<file path="src/rtl/time_fmt_pkg.sv">
// Shared definitions for the serial time reporter: packed time word layout,
// ASCII constants, line length and the UART bit-period helper.
`timescale 1ns/1ps
package time_fmt_pkg;

  // Packed time word layout
  localparam int TIME_W    = 19;
  localparam int HOUR_LSB  = 14;
  localparam int HOUR_W    = 5;
  localparam int MIN10_LSB = 11;
  localparam int MIN10_W   = 3;
  localparam int MIN_LSB   = 7;
  localparam int MIN_W     = 4;
  localparam int SEC10_LSB = 4;
  localparam int SEC10_W   = 3;
  localparam int SEC_LSB   = 0;
  localparam int SEC_W     = 4;

  // ASCII constants
  localparam logic [7:0] ASCII_ZERO  = 8'h30;
  localparam logic [7:0] ASCII_COLON = 8'h3A;
  localparam logic [7:0] ASCII_QMARK = 8'h3F;
  localparam logic [7:0] ASCII_CR    = 8'h0D;
  localparam logic [7:0] ASCII_LF    = 8'h0A;

  // "HH:MM:SS\r\n"
  localparam int LINE_LEN = 10;

  // start + 8 data + stop
  localparam int FRAME_BITS = 10;

  typedef enum logic [1:0] {
    ST_IDLE,
    ST_LOAD,
    ST_SEND,
    ST_NEXT
  } tx_state_t;

  // Bit period in clock cycles, truncated.
  function automatic int calc_divisor(input int clk_hz, input int baud);
    return clk_hz / baud;
  endfunction

  // Decimal digit to ASCII; anything above 9 is reported as '?'.
  function automatic logic [7:0] bcd_char(input logic [3:0] digit);
    if (digit <= 4'd9) begin
      return ASCII_ZERO + {4'd0, digit};
    end
    return ASCII_QMARK;
  endfunction

endpackage

</file>
<file path="src/rtl/uart_tx_byte.sv">
// 8N1 byte transmitter, LSB first. ready is also high in the last cycle of
// the stop bit so a byte offered then starts with no idle gap.
`timescale 1ns/1ps
module uart_tx_byte
  import time_fmt_pkg::*;
#(
  parameter int DIVISOR = 2
) (
  input  logic       mclk,
  input  logic       rst_n,
  input  logic [7:0] data,
  input  logic       valid,
  output logic       ready,
  output logic       tx
);

  localparam int CNT_W = (DIVISOR > 2) ? $clog2(DIVISOR) : 1;
  localparam logic [CNT_W-1:0] BAUD_LAST = CNT_W'(DIVISOR - 1);
  localparam logic [3:0]       BIT_LAST  = 4'(FRAME_BITS - 1);

  logic             active;
  logic [3:0]       bit_cnt;
  logic [CNT_W-1:0] baud_cnt;
  logic [8:0]       shreg;

  assign ready = !active || ((bit_cnt == BIT_LAST) && (baud_cnt == BAUD_LAST));

  // Frame sequencer: start bit on accept, then shift data and stop bit out.
  always_ff @(posedge mclk) begin
    if (!rst_n) begin
      active   <= 1'b0;
      bit_cnt  <= 4'd0;
      baud_cnt <= '0;
      shreg    <= '0;
      tx       <= 1'b1;
    end else if (valid && ready) begin
      active   <= 1'b1;
      bit_cnt  <= 4'd0;
      baud_cnt <= '0;
      shreg    <= {1'b1, data};
      tx       <= 1'b0;
    end else if (active) begin
      if (baud_cnt == BAUD_LAST) begin
        baud_cnt <= '0;
        if (bit_cnt == BIT_LAST) begin
          active  <= 1'b0;
          bit_cnt <= 4'd0;
          tx      <= 1'b1;
        end else begin
          bit_cnt <= bit_cnt + 4'd1;
          tx      <= shreg[0];
          shreg   <= {1'b0, shreg[8:1]};
        end
      end else begin
        baud_cnt <= baud_cnt + CNT_W'(1);
      end
    end
  end

endmodule

</file>
<file path="src/rtl/time_report_tx.sv">
// Once-per-second serial time reporter: snapshots the packed time on each
// tick edge and sends "HH:MM:SS\r\n" over an 8N1 UART.
//
// state | meaning
// IDLE  | waiting for an enabled tick edge; snapshot taken on the edge
// LOAD  | first character offered to the UART, busy raised
// SEND  | current byte on the line; next character offered for handoff,
//       | or with index 10 waiting for the final stop bit to finish
// NEXT  | character index advanced after a handoff
`timescale 1ns/1ps
module time_report_tx
  import time_fmt_pkg::*;
#(
  parameter int CLK_HZ = 50_000_000,
  parameter int BAUD   = 115200
) (
  input  logic              mclk,
  input  logic              rst_n,
  input  logic              en,
  input  logic              tick,
  input  logic [TIME_W-1:0] present_time,
  output logic              tx,
  output logic              busy,
  output logic              overrun
);

  localparam int DIVISOR = calc_divisor(CLK_HZ, BAUD);
  localparam logic [3:0] LAST_IDX = 4'(LINE_LEN);

  logic tick_s1, tick_s2, tick_d;
  logic warm, armed;
  logic edge_pulse, trigger;

  tx_state_t         state;
  logic [3:0]        idx;
  logic [TIME_W-1:0] snap;

  logic [7:0] char_data;
  logic [7:0] hour_tens, hour_units;
  logic [4:0] hour, hour_rem;
  logic       byte_valid, byte_ready;

  // Tick synchroniser and edge flop. armed only rises after a real low
  // sample, so a tick already high at reset release is not an edge.
  always_ff @(posedge mclk) begin
    if (!rst_n) begin
      tick_s1 <= 1'b0;
      tick_s2 <= 1'b0;
      tick_d  <= 1'b0;
      warm    <= 1'b0;
      armed   <= 1'b0;
    end else begin
      tick_s1 <= tick;
      tick_s2 <= tick_s1;
      tick_d  <= tick_s2;
      warm    <= 1'b1;
      if (warm && !tick_s1) begin
        armed <= 1'b1;
      end
    end
  end

  assign edge_pulse = tick_s2 && !tick_d && armed;
  assign trigger    = edge_pulse && en;

  assign hour = snap[HOUR_LSB +: HOUR_W];

  // Character formatter working only from the snapshot.
  always_comb begin
    hour_tens  = ASCII_ZERO;
    hour_rem   = hour;
    if (hour >= 5'd20) begin
      hour_tens = ASCII_ZERO + 8'd2;
      hour_rem  = hour - 5'd20;
    end else if (hour >= 5'd10) begin
      hour_tens = ASCII_ZERO + 8'd1;
      hour_rem  = hour - 5'd10;
    end
    hour_units = ASCII_ZERO + {3'd0, hour_rem};
    if (hour > 5'd23) begin
      hour_tens  = ASCII_QMARK;
      hour_units = ASCII_QMARK;
    end

    char_data = ASCII_LF;
    case (idx)
      4'd0:    char_data = hour_tens;
      4'd1:    char_data = hour_units;
      4'd2:    char_data = ASCII_COLON;
      4'd3:    char_data = bcd_char({1'b0, snap[MIN10_LSB +: MIN10_W]});
      4'd4:    char_data = bcd_char(snap[MIN_LSB +: MIN_W]);
      4'd5:    char_data = ASCII_COLON;
      4'd6:    char_data = bcd_char({1'b0, snap[SEC10_LSB +: SEC10_W]});
      4'd7:    char_data = bcd_char(snap[SEC_LSB +: SEC_W]);
      4'd8:    char_data = ASCII_CR;
      default: char_data = ASCII_LF;
    endcase
  end

  assign byte_valid = (state == ST_LOAD) || ((state == ST_SEND) && (idx != LAST_IDX));

  // Line sequencer: trigger handling, character index, busy and overrun.
  always_ff @(posedge mclk) begin
    if (!rst_n) begin
      state   <= ST_IDLE;
      idx     <= 4'd0;
      snap    <= '0;
      busy    <= 1'b0;
      overrun <= 1'b0;
    end else begin
      if (trigger && (state != ST_IDLE)) begin
        overrun <= 1'b1;
      end
      case (state)
        ST_IDLE: begin
          if (trigger) begin
            snap  <= present_time;
            idx   <= 4'd0;
            state <= ST_LOAD;
          end
        end
        ST_LOAD: begin
          if (byte_ready) begin
            busy  <= 1'b1;
            state <= ST_NEXT;
          end
        end
        ST_NEXT: begin
          idx   <= idx + 4'd1;
          state <= ST_SEND;
        end
        ST_SEND: begin
          if (byte_ready) begin
            if (idx == LAST_IDX) begin
              busy  <= 1'b0;
              state <= ST_IDLE;
            end else begin
              state <= ST_NEXT;
            end
          end
        end
        default: state <= ST_IDLE;
      endcase
    end
  end

  uart_tx_byte #(
    .DIVISOR (DIVISOR)
  ) u_uart (
    .mclk  (mclk),
    .rst_n (rst_n),
    .data  (char_data),
    .valid (byte_valid),
    .ready (byte_ready),
    .tx    (tx)
  );

endmodule

</file>
<file path="config.mk">
export PLATFORM = sky130hd
export DESIGN_NAME = time_report_tx
export DESIGN_NICKNAME = d
export VERILOG_FILES = /design/src/rtl/time_fmt_pkg.sv /design/src/rtl/uart_tx_byte.sv /design/src/rtl/time_report_tx.sv
export SDC_FILE = /design/constraint.sdc
export NUM_CORES = 1
export LEC_CHECK = 0
export CAP_MARGIN = 15
export CORE_MARGIN = 1
export CORE_UTILIZATION = 48
export CTS_CLUSTER_DIAMETER = 50
export CTS_CLUSTER_SIZE = 40
export DETAILED_ROUTE_END_ITERATION = 10
export PLACE_DENSITY = 0.78
export RECOVER_POWER = 100
export SETUP_SLACK_MARGIN = 0.3
export SLEW_MARGIN = 20
export SYNTH_ARGS = -nofsm -noshare
export SYNTH_HDL_FRONTEND = slang
export SYNTH_HIERARCHICAL = 1
export SYNTH_SLANG_ARGS = --single-unit
</file>
<file path="constraint.sdc">
create_clock -name mclk -period 2.8 [get_ports mclk]
set_input_delay 0.42 -clock mclk [delete_from_list [all_inputs] [get_ports mclk]]
set_output_delay 0.42 -clock mclk [all_outputs]
set_load 0.02 [all_outputs]
</file>
==> run metrics <==
Starting Density 50.1%; Pre-Repair DR Iteration Count 4; worst min path class reg -> reg; PortBufs 25; Seq/Total Area, Yosys 34.9%; Final #Nets 431; layout cells sized above 1 8.61%; crit path buf inv count 1; Startpoint Class flip-flop; Top FF cell, synth dfxtp_1; Fin Setup TNS 0 ps; # clock sinks 56; vias 2620; CTS root buffer clkbuf_8; top-count cell post-synth nand2_1; CP Max Fanout 8; Critical Path Max Stage Delay 490 ps; sw power 0.000469 W; Async SR Flop Fraction 0%; Hold Vio Cnt, Final 0; Sw Share 28.6%; worst path required time 3000 ps; die area 0.00703 mm²; cell area after synthesis 0.00322 mm²; Top delay family on crit path simple AND/OR/NAND/NOR gates; Worst setup EP type flip-flop; Max H-tree Level 2; DP HPWL 4440 µm; vias in the first global route 2509; DIE HEIGHT 83.9 µm; P_int 0.00117 W; drt via density 5.55; Reg clk slew, reported paths 100 ps; Ports 26; register bit count reported by yosys 56; core footprint 0.00642 mm²; Peak Freq 428 MHz; total track usage 18.7%; Bufs on Longest Clock Path 2; drt initial violations 151; Clk pwr share 26.2%; CTS tree yes; setup slack, reg-to-reg 460 ps; synth warn 6; Pwr Density 466 mW/mm²; cell taking the most area after synthesis dfxtp_1; worst path arrival time 2530 ps; syn nets 417; Worst Clk Skew 8.12 ps; slowest CP cell mux2i_1; Inserted Diodes 0; clk_lat worst skew 310 ps; Flop pwr share 56.7%; number of core rows 29; Syn Inst Count 381; leakage power 1.27 nW; Mean Syn Cell Area 8.44 µm²; routability cong. 0.853; design area 0.00352 mm²; Routed WL 6060 µm; largest net degree at the start of global routing 20; final max-slew violation count 0; Area growth, synth to finish 9.38%; Yosys top cell area share 34.9%; Gate power share 17.1%; GR Overflow Total 0; placed cell area 0.00347 mm²; RSZ-0062 raised after global routing no; max cap viols 0; worst hold slack 464 ps; most frequent cells after synthesis nand2_1, dfxtp_1, nor2_1; EDFF count, synth 0; first-pass GRT wire length 10800 µm; initial antenna violation count 0; Crit Path Class reg -> reg; fin crit share 83.4%; synth unique cells 62; min Tclk post-route 2340 ps; post-route ant nets 0; Max rail drop VDD 0.256 mV; synth top area cells dfxtp_1, nand2_1, ha_1, a21boi_0, nor2_1; final setup fails 0; status finished, final reports clean; Slew @ Worst Pin 1050 ps; Max transition margin 29.5%; critical-path cell list inv_1, ha_1, nand2_1, o21ai_0, mux2i_1, nand2b_1, and2_0, o21ai_1, nor2_1; Remaining DRCs 0; die width 83.9 µm; wire length per cell 12.8 µm; CTS Buf Count 5
metrics by stage:
step | util (%) | setup WS (ps) | total power [W] | cells
global route | 54.8 | 229 | 0.00173 | 472
floorplan | - | 833 | 0.00114 | 381
global placement | 54.1 | 680 | 0.00122 | 465
CTS | 55.3 | 490 | 0.00166 | 472
detailed placement | 54.1 | 518 | 0.00124 | 465
finish | 54.8 | 464 | 0.00164 | 472
placed cells by master (no fill, tap or decap), types with 2 or more instances in the layout:
cell type,n
a21boi_0,18
a21boi_1,2
a21o_1,5
a21o_2,2
a21oi_1,19
a221oi_1,2
a22oi_1,2
a311oi_1,2
and2_0,2
and2_1,3
and3_1,2
and3b_1,2
and4bb_4,2
buf_4,3
clkbuf_8,5
clkdlybuf4s50_1,20
dfxtp_1,56
dlygate4sd3_1,5
ha_1,13
inv_1,9
mux2i_1,4
nand2_1,65
nand2b_1,3
nand3_1,9
nand4_1,5
nand4b_1,3
nor2_1,34
nor2b_1,10
nor3_1,15
nor3_4,2
nor3b_1,3
nor4_1,2
o211ai_1,2
o21a_1,7
o21ai_0,12
o31ai_1,4
o31ai_2,6
xnor2_1,7
xor2_1,4
area by class of cell:
cell class,count,area [µm²]
Sequential cell,56,1120
Clock buffer,5,68.8
Multi-Input combinational cell,295,1910
Clock inverter,2,12.5
Tap cell,77,96.3
Inverter,9,33.8
Fill cell,575,2910
Timing Repair Buffer,28,273
sequential cells by signal, indices dropped and copies added, names as in the netlist, 2 cells and up:
signal           flops
idx                  4
state                2
u_uart/shreg         9
u_uart/baud_cnt      9
u_uart/bit_cnt       4
snap                19
power by group through the flow:
stage	Sequential, W	Clock [W]	Combinational (W)
final	0.000928	0.000430	0.000280
after global routing	0.000939	0.000473	0.000318
after CTS	0.000930	0.000444	0.000287
after detailed placement	0.000949	0	0.000287
after global placement	0.000945	0	0.000275
after floorplan	0.000922	0	0.000223
cell families after synthesis:
| kind of cell | count (synthesis) | synth area share (%) |
|---|---|---|
| other | 1 | 0.117 |
| xor gates and xnor gates | 11 | 3.00 |
| DFF | 56 | 34.9 |
| and+or+nand+nor | 170 | 28.9 |
| AOI/OAI and AO/OA | 95 | 21.9 |
| adders and majority gates | 13 | 5.06 |
| muxes | 5 | 1.60 |
| buffers and inverters | 30 | 4.55 |
final timing paths:
kind / start / endpoint / cells past startpoint
worst max-delay path: idx[0] / u_uart/bit_cnt[1] / 9
worst min-delay path: tick_s1 / tick_s2 / 1
worst max register to register: idx[0] / u_uart/bit_cnt[1] / 9
worst min register to register: tick_s1 / tick_s2 / 1
routing by layer:
layer  vias to the layer above  GRT usage (%)  share of wire (%)  wire (µm)
li1                       1357              -                  -          -
met1                      1210           22.7                 45       2750
met2                        45           32.3                 49       2990
met3                         8           3.07                3.8        229
met4                         0           8.62                1.6         97
met5                         -              0                  0          0
timing repair:
| item | CTS | global route |
|---|---|---|
| hold buffers | 0 | 0 |
| setup endpoints to repair | 0 | 17 |
| setup buffers | 0 | 0 |
| resized for setup | 0 | 2 |
No activity file was read; power rests on OpenSTA's default activity.
